$ cat config.mk
export PLATFORM = sky130hd
export DESIGN_NAME = vip_edge_bbox
export DESIGN_NICKNAME = d
export VERILOG_FILES = /design/src/rtl/vip_edge_bbox.sv
export SDC_FILE = /design/constraint.sdc
export NUM_CORES = 1
export LEC_CHECK = 0
export CORE_AREA = 2 2 144 146
export DETAILED_ROUTE_END_ITERATION = 6
export DIE_AREA = 0 0 146 148
export PLACE_DENSITY = 0.58
export SYNTH_ARGS = -nofsm -noshare
export SYNTH_HDL_FRONTEND = slang
export SYNTH_SLANG_ARGS = --single-unit
$ cat constraint.sdc
create_clock -name pclk -period 2.6 [get_ports pclk]
set_input_delay 0.39 -clock pclk [delete_from_list [all_inputs] [get_ports pclk]]
set_output_delay 0.39 -clock pclk [all_outputs]
set_load 0.01 [all_outputs]
$ cat src/rtl/vip_edge_bbox.sv
// rtl/vip_edge_bbox.sv - binarise Sobel magnitude, forward binary video, collect per-frame edge bounding box
module vip_edge_bbox #(
  parameter  int BITS       = 8,
  parameter  int WIDTH      = 640,
  parameter  int HEIGHT     = 480,
  parameter  int DEF_THRESH = 64,
  localparam int XW         = $clog2(WIDTH),
  localparam int YW         = $clog2(HEIGHT),
  localparam int CW         = $clog2(WIDTH * HEIGHT + 1)
) (
  input  logic            pclk,
  input  logic            rst_n,
  input  logic            in_href,
  input  logic            in_vsync,
  input  logic [BITS-1:0] in_data,
  input  logic [BITS-1:0] thresh,
  output logic            out_href,
  output logic            out_vsync,
  output logic [BITS-1:0] out_data,
  output logic            bbox_valid,
  output logic            bbox_empty,
  output logic [XW-1:0]   bbox_x0,
  output logic [XW-1:0]   bbox_x1,
  output logic [YW-1:0]   bbox_y0,
  output logic [YW-1:0]   bbox_y1,
  output logic [CW-1:0]   edge_count
);

  localparam logic [XW-1:0]   X_LAST = XW'(WIDTH - 1);
  localparam logic [YW-1:0]   Y_LAST = YW'(HEIGHT - 1);
  localparam logic [CW-1:0]   C_MAX  = CW'(WIDTH * HEIGHT);
  localparam logic [BITS-1:0] TH_RST = BITS'(DEF_THRESH);

  logic [BITS-1:0] th_q;
  logic            vs_q;
  logic            hr_q;
  logic            vs_rise;
  logic            hr_fall;
  logic            pix_act;
  logic            edge_hit;
  logic            stat_hit;

  logic [XW-1:0]   x;
  logic            x_past;
  logic [YW-1:0]   y;

  logic [CW-1:0]   count_acc;
  logic            found;
  logic [XW-1:0]   ax0;
  logic [XW-1:0]   ax1;
  logic [YW-1:0]   ay0;
  logic [YW-1:0]   ay1;

  assign vs_rise  = in_vsync & ~vs_q;
  assign hr_fall  = ~in_href & hr_q;
  assign pix_act  = in_href & ~in_vsync;
  assign edge_hit = (in_data >= th_q);
  // x_past marks pixels beyond the last column: still forwarded, never counted
  assign stat_hit = pix_act & ~x_past & edge_hit;

  assign out_href  = hr_q;
  assign out_vsync = vs_q;

  always_ff @(posedge pclk or negedge rst_n) begin
    if (!rst_n) begin
      hr_q     <= 1'b0;
      vs_q     <= 1'b0;
      out_data <= '0;
    end else begin
      hr_q     <= in_href;
      vs_q     <= in_vsync;
      out_data <= (in_href & edge_hit) ? '1 : '0;
    end
  end

  always_ff @(posedge pclk or negedge rst_n) begin
    if (!rst_n) begin
      th_q <= TH_RST;
    end else if (vs_rise) begin
      th_q <= thresh;
    end
  end

  always_ff @(posedge pclk or negedge rst_n) begin
    if (!rst_n) begin
      x      <= '0;
      x_past <= 1'b0;
    end else if (vs_rise || hr_fall) begin
      x      <= '0;
      x_past <= 1'b0;
    end else if (pix_act) begin
      if (x == X_LAST) begin
        x_past <= 1'b1;
      end else begin
        x <= x + XW'(1);
      end
    end
  end

  // vs_rise clears y even when an hr_fall lands in the same cycle
  always_ff @(posedge pclk or negedge rst_n) begin
    if (!rst_n) begin
      y <= '0;
    end else if (vs_rise) begin
      y <= '0;
    end else if (hr_fall && !in_vsync && y != Y_LAST) begin
      y <= y + YW'(1);
    end
  end

  always_ff @(posedge pclk or negedge rst_n) begin
    if (!rst_n) begin
      count_acc <= '0;
      found     <= 1'b0;
      ax0       <= '0;
      ax1       <= '0;
      ay0       <= '0;
      ay1       <= '0;
    end else if (vs_rise) begin
      count_acc <= '0;
      found     <= 1'b0;
      ax0       <= '0;
      ax1       <= '0;
      ay0       <= '0;
      ay1       <= '0;
    end else if (stat_hit) begin
      if (count_acc != C_MAX) begin
        count_acc <= count_acc + CW'(1);
      end
      found <= 1'b1;
      if (!found) begin
        ax0 <= x;
        ax1 <= x;
        ay0 <= y;
        ay1 <= y;
      end else begin
        if (x < ax0) ax0 <= x;
        if (x > ax1) ax1 <= x;
        if (y < ay0) ay0 <= y;
        if (y > ay1) ay1 <= y;
      end
    end
  end

  always_ff @(posedge pclk or negedge rst_n) begin
    if (!rst_n) begin
      bbox_valid <= 1'b0;
      bbox_empty <= 1'b1;
      bbox_x0    <= '0;
      bbox_x1    <= '0;
      bbox_y0    <= '0;
      bbox_y1    <= '0;
      edge_count <= '0;
    end else begin
      bbox_valid <= vs_rise;
      if (vs_rise) begin
        bbox_empty <= ~found;
        bbox_x0    <= found ? ax0 : '0;
        bbox_x1    <= found ? ax1 : '0;
        bbox_y0    <= found ? ay0 : '0;
        bbox_y1    <= found ? ay1 : '0;
        edge_count <= count_acc;
      end
    end
  end

endmodule

# Word-level counts from Yosys, hierarchy flattened
# Cells that the tools add are included.
# classes
add_sub_neg,3
order_cmp,5
eq_ne,8
mux,34
bitwise,11
reduce_logical,16
# op_table
cell,count
10-bit 2-to-1 mux,13
9-bit 2-to-1 mux,12
19-bit 2-to-1 mux,3
"19-bit by 1-bit adder with 19-bit output, second input constant",1
"19-bit != test, second input constant",1
2-bit AND reduction,7
"3-bit by 2-bit != test with 1-bit output, second input constant",4
"10-bit by 1-bit adder with 10-bit output, second input constant",1
"10-bit equality test, second input constant",1
10-bit > comparator,1
10-bit < comparator,1
2-bit nonzero test,5
"9-bit by 1-bit adder with 9-bit output, second input constant",1
9-bit > comparator,1
9-bit < comparator,1
"9-bit != test, second input constant",1
8-bit >= comparator,1
8-bit 2-to-1 mux,1
1-bit AND,6
1-bit 2-to-1 mux,5
1-bit NOT,5
1-bit logical AND,2
"2-bit != test, second input constant",1
1-bit zero test,1
1-bit logical OR,1
# totals
regBits,155
input_bits,20
output_inout_bits,69

# Longest topological paths before layout
# depth
ltp_word,6
ltp_mapped,10

# Worst setup path before layout
# No wires, ideal clock.
# synth_path
path_kind,input -> register
from,input port in_data[0]
to,register ax0[5]
setup_ns,0.125
arrival_ns,2.248
required_ns,2.475
path_slack_ns,0.227
path_stages,10
cell_sequence,inv_1 > ha_1 > nand2b_1 > a2111oi_0 > o31a_1 > buf_6 > nor2_1 > o211ai_1 > buf_6 > mux2_2
# synth_between
elab_chain_len,4
# synth_lines
item,line,source
start: declaration,15,"input logic [BITS-1:0] in_data,"
8-bit >= comparator,57,assign edge_hit = (in_data >= th_q);
1-bit AND,59,assign stat_hit = pix_act & ~x_past & edge_hit;
2-bit nonzero test (no source line),--,
2-bit AND reduction (no source line),--,
end signal: assignment,115,ax0 <= '0;
end signal: assignment,122,ax0 <= '0;
end signal: assignment,132,ax0 <= x;
end: declaration,49,logic [XW-1:0] ax0;
# No other way between the ends.
# A chain may end at the register's enable or synchronous reset.

# Worst setup path in the final report
# layout_path
from,register th_q[6]
to,register count_acc[18]
# layout_between
elab_chain_len,4
# layout_lines
item,line,source
start: declaration,34,logic [BITS-1:0] th_q;
start signal: assignment,80,th_q <= thresh;
8-bit >= comparator,57,
1-bit AND,59,
2-bit nonzero test (no source line),--,
2-bit AND reduction (no source line),--,
end signal: assignment,128,count_acc <= count_acc + CW'(1);
end: declaration,47,logic [CW-1:0] count_acc;
# No other way between the ends.

==> metrics.md <==
| Metric | Value |
|---|---|
| Post-synthesis mux area share | `3.53%` |
| Multi-input logic area | `3340 um^2` |
| Total GRT Usage | `roughly 17%` |
| Initial antenna violation count | `0` |
| H-tree levels | `4` |
| Crit-path max cell delay | `0.52 ns` |
| Ys async rst share | `100%` |
| Routed WL | `18000 um` |
| Post-synth EDFFs | `0` |
| Max Slew Vio Count | `0` |
| Final cell count without fillers | `1178` |
| Area after DPL | `8810 um^2` |
| Post-route ant nets | `0` |
| Grt ovf | `0` |
| Ys Warns | `0` |
| Area growth from synthesis to layout | `27.8%` |
| Drt drc | `0` |
| GR Util met3 | `~3.6%` |
| Top delay family on crit path | `simple AND/OR/NAND/NOR gates` |
| Crit path capture type | `register` |
| Pwr/cell area | `629 nW/um^2` |
| Buf/Inv on CP | `3` |
| DR WL/cell | `~15 um` |
| Clock Latency Late Sink | `0.42 ns` |
| Main combinational cell family by area after synthesis | `simple AND/OR/NAND/NOR gates` |
| Maximum clock insertion buffer count | `2` |
| Dpl hpwl | `12500 um` |
| Pre-CTS setup slack | `-0.447 ns` |
| Worst Path Arrival | `2.87 ns` |
| Seq/Total Area, Yosys | `49.6%` |
| Design Area, Final | `about 9500 um^2` |
| Maximum capacitance violations | `0` |
| Worst-Margin Slew | `0.875 ns` |
| Fillers | `1983` |
| Drt first pass iters | `4` |
| Post-Syn Nets | `860` |
| Crit-path max FO | `5` |
| Final setup margin | `just under 0.08 ns` |
| Cell area after synthesis | `7470 um^2` |
| Met1 Resource Use GR | `23.2%` |
| Die Footprint | `roughly 22000 um^2` |
| Post-layout min period | `between 2 and 3 ns` |
| First-pass GRT wire length | `between 30000 and 40000 um` |
| Worst Hold Slack | `0.468 ns` |
| Clk root buf | `clkbuf_16` |
| Die W | `around 150 um` |
| Final total power | `approximately 6.0 mW` |
| Initial core utilization | `a little under two fifths` |
| Largest net degree at the start of global routing | `113` |
| DR iter-0 viols | `372` |
| RePlAce Congestion | `0.814` |
| Avg Cell Area, Syn | `9.43 um^2` |
| Type of origin of the critical path | `register` |
| Leak pwr | `4.40 nW` |
| Hold Path Class | `register to register` |
| Core ar. | `20000 um^2` |
| Area taken by flip-flops and latches | `roughly 3700 um^2` |
| Post-Syn Instances | `792` |
| Dpl cells | `1144` |
| CTS buffer count | `17` |
| IO Count | `just under 90` |
| Status | `complete, no violations` |
| Final Hold Viols | `0` |
| Unrepaired setup endpoints after global routing | `yes` |
| Via count | `5877` |
| Setup Viol. Count Final | `0` |
| Setup CP Type | `register to register` |
| Clk pin slew, worst setup/hold paths | `0.06 ns` |
| Final period util | `97.0%` |
| Layout cells sized above 1 | `10.2%` |
| Peak supply drop | `454 uV` |
| Net count, final | `964` |
| Max-slew headroom | `40.9%` |
| Synth top area cells | `dfrtp_1 49%, nand2_1 8.3%, ha_1 8.0%` |
| GRT busiest layer | `met2` |
| Synth Flop Type | `dfrtp_1` |
| Vias/cell | `4.99` |
| Grt met2 use | `28.8%` |
| Row cnt | `52` |
| Critical-path cell list | `inv_2 -> ha_4 -> nand4_1 -> o31a_1 -> buf_4 -> buf_6 -> or3_4 -> or3_4 -> a21oi_2` |
| Synth Area in XOR/XNOR | `1.99%` |
| Buffers on Ports | `a little under 90` |
| Yosys top cell by area | `dfrtp_1` |
| Setup Skew | `between 0.005 and 0.006 ns` |
| Adder-Cell Fraction of Synth Area | `between 8 and 9%` |
| Clock Sinks | `148` |
| Yosys top cell area share | `48.9%` |
| Antenna cell count | `0` |
| Flops & latches, synth | `148` |
| Most frequent CP cell | `or3_4` |
| Compound-Gate Fraction of Synth Area | `around an eighth` |
| Post-Synth Simple-Gate Area | `a little under a fifth` |
| Synth cell types | `50` |
| Highest Clock Rate | `396 MHz` |
| CTS tree | `done` |
| CP Data Required Time | `2.95 ns` |
| Chip Height | `148 um` |
| Number of global-route vias before repair | `5786` |
| CP max-delay cell | `dfstp_2` |
[power by group]
group	leakage (nW)	total (mW)	internal [mW]	switching [mW]
clock	0.315	2.78	1.79	0.986
sequential	2.03	2.44	2.38	0.0576
combinational	2.05	0.793	0.334	0.459
total	4.40	6.01	4.50	1.50
[synthesized netlist by cell type (3+ instances only)]
| library cell | count |
|---|---|
| o21ai_0 | 36 |
| nor4b_1 | 3 |
| buf_4 | 8 |
| or3_1 | 4 |
| and2_1 | 3 |
| a41o_1 | 3 |
| ha_1 | 48 |
| nor4_1 | 4 |
| clkbuf_1 | 21 |
| nor2_1 | 37 |
| mux2i_1 | 23 |
| xnor2_1 | 17 |
| a21oi_1 | 33 |
| o31ai_1 | 43 |
| nand2b_1 | 7 |
| mux2_2 | 3 |
| and3_1 | 6 |
| and4_1 | 4 |
| buf_6 | 3 |
| dfrtp_1 | 146 |
| a211oi_1 | 3 |
| buf_2 | 3 |
| buf_1 | 10 |
| nand4_1 | 16 |
| a31oi_1 | 4 |
| nand3_1 | 30 |
| a21o_1 | 4 |
| inv_1 | 66 |
| nor2b_1 | 5 |
| nand2_1 | 165 |
| nor3_1 | 9 |
[stage by stage]
stage / setup TNS, ns / utilization [%]
detailed placement: -14.40 / 44.0
CTS: -0.00107 / 47.4
global placement: -15.27 / 44.0
global route: -0.0888 / 47.6
finish: 0 / 47.6
floorplan: 0 / -
[logic make-up after synthesis]
kind of cell | count (synthesis)
simple gates | 301
flops | 148
compound gates | 140
buf+inv | 112
fa+ha+maj | 48
mux | 26
xor+xnor | 17
[cell type report]
| type | count | area share, % |
|---|---|---|
| Timing Repair Buffer | 130 | 13.1 |
| Tap cell | 270 | 3.54 |
| Clock inverter | 14 | 2.46 |
| Inverter | 67 | 2.63 |
| Multi-Input combinational cell | 532 | 34.9 |
| Sequential cell | 148 | 38.8 |
| Clock buffer | 17 | 4.46 |
[worst paths after layout]
check                                             to  slack, ns  depth (start not counted)                   start
max reg2reg                count_acc[18]$_DFFE_PN0P_       0.08                          9     th_q[6]$_DFFE_PN1P_
min                           bbox_x0[0]$_DFFE_PN0P_       0.47                          2  bbox_x0[0]$_DFFE_PN0P_
max in group asynchronous     bbox_empty$_DFFE_PN1P_       1.33                          3                   rst_n
min in group asynchronous     bbox_y0[3]$_DFFE_PN0P_       0.53                          2                   rst_n
min reg2reg                   bbox_x0[0]$_DFFE_PN0P_       0.47                          2  bbox_x0[0]$_DFFE_PN0P_
max                        count_acc[18]$_DFFE_PN0P_       0.08                          9     th_q[6]$_DFFE_PN1P_
[worst reg2reg max path, cell delays in order (launching register included)]
cell     delay [ns]
dfstp_2        0.52
inv_2          0.05
ha_4           0.25
nand4_1        0.11
o31a_1         0.37
buf_4          0.16
buf_6          0.12
or3_4          0.40
or3_4          0.34
a21oi_2        0.13
[placed cells by master, fill, tap and decap left out, types with 5 or more instances in the layout]
cell type / count
nand2_1: 165
dfrtp_1: 146
clkdlybuf4s50_1: 87
inv_1: 64
ha_1: 47
o31ai_1: 43
nor2_1: 37
buf_4: 36
o21ai_0: 35
a21oi_1: 31
nand3_1: 30
mux2i_1: 23
xnor2_1: 17
clkbuf_16: 17
nand4_1: 16
nor3_1: 9
nand2b_1: 6
and3_1: 6
bufinv_16: 6
nor2b_1: 5
[state kept, by name (all words and copies together), names as in the netlist, 9 cells and up]
| name | count |
|---|---|
| bbox_x1 | 10 |
| x | 10 |
| y | 9 |
| bbox_x0 | 10 |
| ax1 | 10 |
| ay0 | 9 |
| ax0 | 10 |
| bbox_y1 | 9 |
| edge_count | 19 |
| ay1 | 9 |
| bbox_y0 | 9 |
| count_acc | 19 |
[repair_timing]
action	4_1_cts	5_1_grt
endpoints found under the hold margin	56	0
buffers inserted	1	1
gates resized for setup	1	10
pin swaps	4	7
setup endpoints to repair	5	35
cloned	0	0
hold buffers	1	0
[routing by layer]
metal	part of all wire, %	vias to the layer above	wire length [um]
met5	0	-	0
met3	3.0	12	533
li1	-	2914	-
met1	47	2860	8550
met2	48	91	8720
met4	1.1	0	202
(Power assumes the default switching activity.)
